$ cat src/rtl/divider_if.sv
// Start/done handshake bundle between a division controller and the divider.
// The controller drives request and operands; the divider returns registered results.
interface divider_if #(
  parameter int unsigned WIDTH = 32
);
  logic             start;
  logic [WIDTH-1:0] A;
  logic [WIDTH-1:0] B;
  logic [WIDTH-1:0] Q;
  logic [WIDTH-1:0] R;
  logic             busy;
  logic             done;
  logic             div_by_zero;

  modport master (
    output start, A, B,
    input  Q, R, busy, done, div_by_zero
  );

  modport slave (
    input  start, A, B,
    output Q, R, busy, done, div_by_zero
  );
endinterface

$ cat src/rtl/divider.sv
// Unsigned restoring divider: one quotient bit per clock, registered Q/R with a done pulse.
// A zero divisor skips iteration and reports all-ones quotient, remainder equal to A.
module divider #(
  parameter int unsigned WIDTH = 32
) (
  input logic      clk,
  input logic      rst,
  divider_if.slave bus
);

  localparam int unsigned CW = $clog2(WIDTH + 1);

  typedef enum logic [1:0] {StIdle, StRun, StFin} state_e;

  state_e           state;
  logic [WIDTH-1:0] dividend;
  logic [WIDTH-1:0] divisor;
  logic [WIDTH-1:0] rem;
  logic [WIDTH-1:0] quo;
  logic [CW-1:0]    cnt;
  logic             dz;

  logic [WIDTH:0]   trial;
  logic             fits;
  logic [WIDTH-1:0] diff;

  // After a restoring step the remainder is below the divisor, so its top bit is always
  // zero and only the trial value needs the extra bit.
  always_comb begin
    trial = {rem, dividend[WIDTH-1]};
    fits  = trial >= {1'b0, divisor};
    diff  = trial[WIDTH-1:0] - divisor;
  end

  always_ff @(posedge clk) begin
    if (rst) begin
      state           <= StIdle;
      dividend        <= '0;
      divisor         <= '0;
      rem             <= '0;
      quo             <= '0;
      cnt             <= '0;
      dz              <= 1'b0;
      bus.Q           <= '0;
      bus.R           <= '0;
      bus.busy        <= 1'b0;
      bus.done        <= 1'b0;
      bus.div_by_zero <= 1'b0;
    end else begin
      bus.done <= 1'b0;
      unique case (state)
        StIdle: begin
          if (bus.start) begin
            dividend        <= bus.A;
            divisor         <= bus.B;
            rem             <= '0;
            quo             <= '0;
            cnt             <= '0;
            dz              <= (bus.B == '0);
            bus.div_by_zero <= 1'b0;
            bus.busy        <= 1'b1;
            state           <= (bus.B == '0) ? StFin : StRun;
          end
        end
        StRun: begin
          dividend <= dividend << 1;
          rem      <= fits ? diff : trial[WIDTH-1:0];
          quo      <= {quo[WIDTH-2:0], fits};
          cnt      <= cnt + 1'b1;
          if (cnt == CW'(WIDTH - 1)) state <= StFin;
        end
        StFin: begin
          // On a zero divisor the dividend register was never shifted and still holds A.
          bus.Q           <= dz ? '1 : quo;
          bus.R           <= dz ? dividend : rem;
          bus.div_by_zero <= dz;
          bus.done        <= 1'b1;
          bus.busy        <= 1'b0;
          state           <= StIdle;
        end
        default: state <= StIdle;
      endcase
    end
  end

endmodule

$ cat src/flat_wrapper.sv
// flat-port wrapper written by rule: the top's interface ports become plain ports
module divider_flat 
#(
  parameter int unsigned WIDTH = 32
)
  (clk, rst, bus_start, bus_A, bus_B, bus_Q, bus_R, bus_busy, bus_done, bus_div_by_zero);
  divider_if #(.WIDTH(WIDTH)) bus_i ();
  input logic clk;
  input logic rst;
  input wire logic [$bits(bus_i.start)-1:0] bus_start;
  input wire logic [$bits(bus_i.A)-1:0] bus_A;
  input wire logic [$bits(bus_i.B)-1:0] bus_B;
  output wire logic [$bits(bus_i.Q)-1:0] bus_Q;
  output wire logic [$bits(bus_i.R)-1:0] bus_R;
  output wire logic [$bits(bus_i.busy)-1:0] bus_busy;
  output wire logic [$bits(bus_i.done)-1:0] bus_done;
  output wire logic [$bits(bus_i.div_by_zero)-1:0] bus_div_by_zero;
  assign bus_i.start = bus_start;
  assign bus_i.A = bus_A;
  assign bus_i.B = bus_B;
  assign bus_Q = bus_i.Q;
  assign bus_R = bus_i.R;
  assign bus_busy = bus_i.busy;
  assign bus_done = bus_i.done;
  assign bus_div_by_zero = bus_i.div_by_zero;
  divider #(.WIDTH(WIDTH)) u_core (.clk(clk), .rst(rst), .bus(bus_i));
endmodule
$ cat config.mk
export PLATFORM = sky130hd
export DESIGN_NAME = divider_flat
export DESIGN_NICKNAME = d
export VERILOG_FILES = /design/src/rtl/divider_if.sv /design/src/rtl/divider.sv /design/src/flat_wrapper.sv
export SDC_FILE = /design/constraint.sdc
export NUM_CORES = 1
export LEC_CHECK = 0
export CORE_UTILIZATION = 57
export CTS_BUF_LIST = sky130_fd_sc_hd__clkbuf_4
export DETAILED_ROUTE_END_ITERATION = 10
export GPL_ROUTABILITY_DRIVEN = 1
export PLACE_DENSITY = 0.9
export SKIP_CTS_REPAIR_TIMING = 1
export SLEW_MARGIN = 0
export SYNTH_ARGS = -nofsm -noshare
export SYNTH_HDL_FRONTEND = slang
export SYNTH_SLANG_ARGS = --single-unit
$ cat constraint.sdc
create_clock -name clk -period 3.4 [get_ports clk]
set_clock_uncertainty 0.05 [all_clocks]
set_input_delay 0.68 -clock clk [delete_from_list [all_inputs] [get_ports clk]]
set_output_delay 0.68 -clock clk [all_outputs]
set_load 0.005 [all_outputs]
### Yosys cells after proc, flatten, opt, wreduce, memory -nomap -nowiden

Index checks and enable logic that the tools add are counted.

| word-level totals | value |
|---|---|
| bits in registers | 204 |
| input bits | 67 |
| output and inout bits | 67 |
| word-level logic and storage cells | 47 |

| cells by class | value |
|---|---|
| add/sub/neg operators | 2 |
| $lt $le $gt $ge | 1 |
| eq/ne operators | 5 |
| mux-type cells | 19 |
| reduce and logical (&&, ||, !) cells | 8 |

Operators by type and width:

| kind | number |
|---|---|
| 32-bit case mux with 2 select lines | 3 |
| 32-bit two-way mux | 5 |
| 33-bit by 32-bit greater-or-equal comparator with 1-bit output | 1 |
| 32-bit logical NOT | 1 |
| 32-bit subtractor | 1 |
| 6-bit case mux with 2 select lines | 1 |
| 2-bit AND reduction | 4 |
| 6-bit by 1-bit adder with 6-bit output (second input constant) | 1 |
| 6-bit by 5-bit == test with 1-bit output (second input constant) | 1 |
| 2-bit two-way mux | 3 |
| 6-bit two-way mux | 1 |
| 1-bit case mux with 2 select lines | 2 |
| 2-bit case mux with 2 select lines | 1 |
| 2-bit nonzero test | 2 |
| 1-bit two-way mux | 3 |
| 2-bit by 1-bit == test with 1-bit output (second input constant) | 1 |
| 2-bit == test (second input constant) | 1 |
| 2-bit logical NOT | 1 |
| 2-bit by 1-bit inequality test with 1-bit output (second input constant) | 1 |
| 2-bit inequality test (second input constant) | 1 |

### Longest topological paths before layout

| depth | value |
|---|---|
| depth in word-level cells | 4 |
| gate-level depth with buffers | 13 |
| depth with buffers taken out | 11 |

### Worst setup path before layout

Ideal clock, no wire load.

| timing | value |
|---|---|
| path type | register -> register |
| start point | register u_core.divisor[15] |
| end point | register u_core.rem[11] |
| setup time | 0.127 ns |
| data arrival time | 2.530 ns |
| data required time | 3.223 ns |
| setup slack | 0.693 ns |
| stages on the path, launching flop included | 14 |
| path buffers | 3 |
| period minus slack after synthesis | 2.707 ns |
| cell sequence | dfxtp_1 inv_1 ha_1 clkbuf_1 nand3_1 or3_1 or3_1 o21bai_1 a221o_2 or2_1 buf_6 buf_12 mux2i_1 o21ai_1 |

| on the way | value |
|---|---|
| longest elaborated chain between the ends | 3 |

RTL lines:

| element | line | source |
|---|---|---|
| from (decl) | divider.sv:17 | `logic [WIDTH-1:0] divisor;` |
| from (signal assigned) | divider.sv:55 | `divisor <= bus.B;` |
| 33-bit by 32-bit greater-or-equal comparator with 1-bit output | divider.sv:31 | `fits = trial >= {1'b0, divisor};` |
| 32-bit two-way mux | divider.sv:67 | `rem <= fits ? diff : trial[WIDTH-1:0];` |
| 32-bit case mux with 2 select lines | divider.sv:51 | `unique case (state)` |
| to (signal assigned) | divider.sv:67 |  |
| to (decl) | divider.sv:18 | `logic [WIDTH-1:0] rem;` |

No other way between the ends.
A chain may end at the register's enable or synchronous reset.

### Worst setup path after layout

| timing | value |
|---|---|
| start point | register u_core.rem[24] |
| end point | register u_core.rem[20] |

| on the way | value |
|---|---|
| longest elaborated chain between the ends | 3 |

RTL lines:

| element | line |
|---|---|
| 33-bit by 32-bit greater-or-equal comparator with 1-bit output | divider.sv:31 |
| 32-bit two-way mux | divider.sv:67 |
| 32-bit case mux with 2 select lines | divider.sv:51 |

No other way between the ends.

==> impl_results.md <==
* Outcome: finished clean
* Clk sink count at a little over 200
* Setup repair after global routing missed its margin: false
* Highest-delay cell along the critical path: or4_1
* Startpoint class of the critical path: flip-flop
* Starting DRT DRC Count at 857
* Reg clk slew, reported paths at ~0.070 ns
* Starting density of the core at about three fifths
* Critical Path Fanout Max at 18
* Global routing usage summed across all routing layers at 30.2%
* Placer Congestion at 0.998
* Capturing element type of the critical path: flip-flop
* Total Negative Setup Slacks at 0 ns
* Max Clock Freq at ~320 MHz
* Skew-Pair Late Insertion Delay at 0.66 ns
* Post-route core utilization at 70.1%
* Sequential Area at about 4100 µm²
* TritonRoute pass-1 iters at 5
* Clock root buffer master: clkbuf_4
* CTS tree: built
* Fin crit share at roughly nine tenths
* Share of cells above drive strength 1 at 8.07%
* Layout-stage area growth over the synthesis result at 20.5%
* Reported max-cap violation count at 0
* Worst-case clock buffer depth at 3
* Core area at about 17,000 µm²
* Overall power consumption at between 10 and 15 mW
* WL per Instance at 16.7 µm
* Max-Slew Margin vs Limit at 45.9%
* Buffers plus inverters on the worst setup path at 1
* Leading register cell type out of synthesis: dfxtp_1
* Max rail drop VDD at between 0.5 and 0.6 mV
* Number of nets with antenna violations after detailed routing at 0
* DRC viols at 0
* Antenna violations before repair at 1
* Actual slew at the worst max-slew pin at between 0.8 and 0.9 ns
* Synthesis-stage register bit count at roughly 200
* Ratio of routed vias to standard cells at 5.99
* Worst Path Required at 3.92 ns
* Hold Crit Endpoint: u_core.dz
* Start point of the worst min-delay path: rst
* Arrival time at the worst endpoint at 3.63 ns
* IO buf count at roughly 130
* Largest net degree at the start of global routing at around 170
* Part of the Yosys area used for sequential elements at between 40% and 50%
* Path depth of the worst reg2reg path at 10
* Area taken by multi-input logic gates at slightly above 5000 µm²
* Non-filler instance count after layout at between 1,500 and 2,000
* Global route total overflow at 0
* Number of standard cells after synthesis at around 1,200
* Asr flop ratio synth at 0%
* Leading cell type in the layout, fill and taps excluded: nor2_1
* Dpl cells at around 1,500
* Slew Limit Fails at 0
* Syn Std Cell Area at between 9000 and 10,000 µm²
* Ratio of total power to cell area at between 900 and 1000 nW/µm²
* Leakage Power at 4.42 nW
* Final-layout fill cell count at roughly 1,300
* Beginning of the worst register-to-register path: u_core.rem[24]
* Synth Warn # at 0
* Crit Reg-Reg Endpoint: u_core.rem[20]
* Largest stage delay on the critical path at around 0.54 ns
* Ordered list of cells on the worst path: ha_1 -> nand3_1 -> or2_1 -> or4_1 -> o21bai_1 -> a221o_2 -> or2_1 -> buf_4 -> nand2_4 -> o21ai_0
* Worst reg2reg setup slack at approximately 0.29 ns
* Post-synth EDFFs at 0
* Die footprint at 17,500 µm²
* Post-synth cell types at 58
* Htree depth at 2
* Largest delay contributor family on the critical path: simple AND/OR/NAND/NOR gates
* Number of endpoints failing setup at the final stage at 0
* Final-report hold violation count at 0
* Vias post-DR at between 9,000 and 10,000
* Post-detail-place hpwl at 17,800 µm
* Highest-count cells in the layout ignoring fill and taps: nor2_1 (218), dfxtp_1 (203), clkdlybuf4s50_1 (132)
* Crit-path most repeated cell: or2_1
* Die Span Y at about 130 µm
* Category of the most critical setup path: reg2reg
* Die W at about 130 µm
* Row count at 47
* Wire length reported by the detailed router at ~26,000 µm
* First-pass GRT wire length at ~43,000 µm
* Clock buffer count from CTS at 51
* Count of pins on the block boundary at 134
* Number of nets in the synthesized netlist at 1,297
* Tmin final at between 3 and 4 ns
* Class of the worst hold path: in2reg
* Post-Synthesis Mean Instance Area at between 8 and 9 µm²
* Depth of the worst hold-timing path at 2
* Count of nets after finishing at 1,409
* Via count of the first global-routing pass at 8,955
-- final cells by class --
cell class / count / area share (%)
clock buffer: 72 / 4.65
tap: 220 / 2.37
antenna: 1 / 0.0215
inverter: 41 / 1.32
multi-input combinational: 860 / 43.4
timing repair buffer: 150 / 12.6
sequential: 204 / 35.1
clock inverter: 12 / 0.463
-- logic make-up after synthesis --
kind of cell | count (synthesis) | share of synthesized area (%)
flops | 204 | 42.3
xor+xnor | 28 | 2.54
compound gates | 262 | 17.9
fa+ha+maj | 34 | 4.49
buf+inv | 132 | 5.54
mux | 47 | 4.87
simple gates | 489 | 22.4
-- cells in the mapped netlist, types with 3 or more instances --
library cell	n	share of area, %
a32oi_1	16	1.5
xor2_1	10	0.91
o21a_1	6	0.47
dfxtp_1	204	42
o211ai_1	4	0.31
nand4_1	13	0.84
and3_1	3	0.19
a211oi_1	40	3.1
a21oi_1	67	3.5
nor2b_1	4	0.26
clkbuf_1	71	2.8
inv_1	41	1.6
nand2_1	99	3.9
a21o_1	11	0.86
buf_2	6	0.31
or3_1	6	0.39
o21bai_1	6	0.47
a22oi_1	34	2.6
nand3_1	17	0.88
nor3_1	71	3.7
ha_1	33	4.3
or2_2	4	0.26
nor2_1	221	8.6
nand2b_1	4	0.26
o21ai_1	18	0.93
a2111oi_0	3	0.27
o21ai_0	34	1.8
mux2i_1	47	4.9
nor4_1	39	2.5
buf_1	11	0.43
xnor2_1	18	1.6
-- flip-flops by register name, indices dropped and copies added (netlist names) --
name and count:
u_core.bus.Q 32, u_core.bus.R 32, u_core.bus.busy 1, u_core.bus.div_by_zero 1
u_core.bus.done 1, u_core.cnt 6, u_core.dividend 32, u_core.divisor 32
u_core.dz 1, u_core.quo 32, u_core.rem 32, u_core.state 2
-- how the worst max path moves through the flow --
stage / start / end / cells after the start
6_report: u_core.rem[24] / u_core.rem[20] / 10
5_1_grt: u_core.divisor[29] / u_core.rem[20] / 11
4_1_cts: u_core.rem[13] / u_core.rem[24] / 9
3_5_place_dp: u_core.divisor[3] / u_core.rem[24] / 10
3_3_place_gp: u_core.divisor[25] / u_core.rem[14] / 11
2_1_floorplan: u_core.divisor[15] / u_core.rem[11] / 13
-- per-layer routing --
metal | vias up | part of all wire [%] | global-route usage [%]
met5 | - | 0 | 0
met3 | 104 | 8.3 | 5.92
met4 | 0 | 5.0 | 18.0
li1 | 4471 | - | -
met1 | 4280 | 41 | 37.1
met2 | 484 | 46 | 49.3
-- power by group --
group | leakage (nW) | internal (mW) | switching (mW)
Sequential | 1.66 | 2.67 | 0.308
Clock | 0.351 | 0.966 | 0.966
Combinational | 2.41 | 2.48 | 3.39
-- stage by stage --
stage	cell area, µm²	hold slack, ns	worst slack (ns)
after floorplan	9650	0.386	0.693
after global placement	11000	0.393	0.420
after detailed placement	11000	0.397	0.305
after CTS	11600	0.228	0.263
after global routing	11600	0.246	0.0520
final	11600	0.270	0.285
Note: power is estimated with default switching activity, not from simulation.
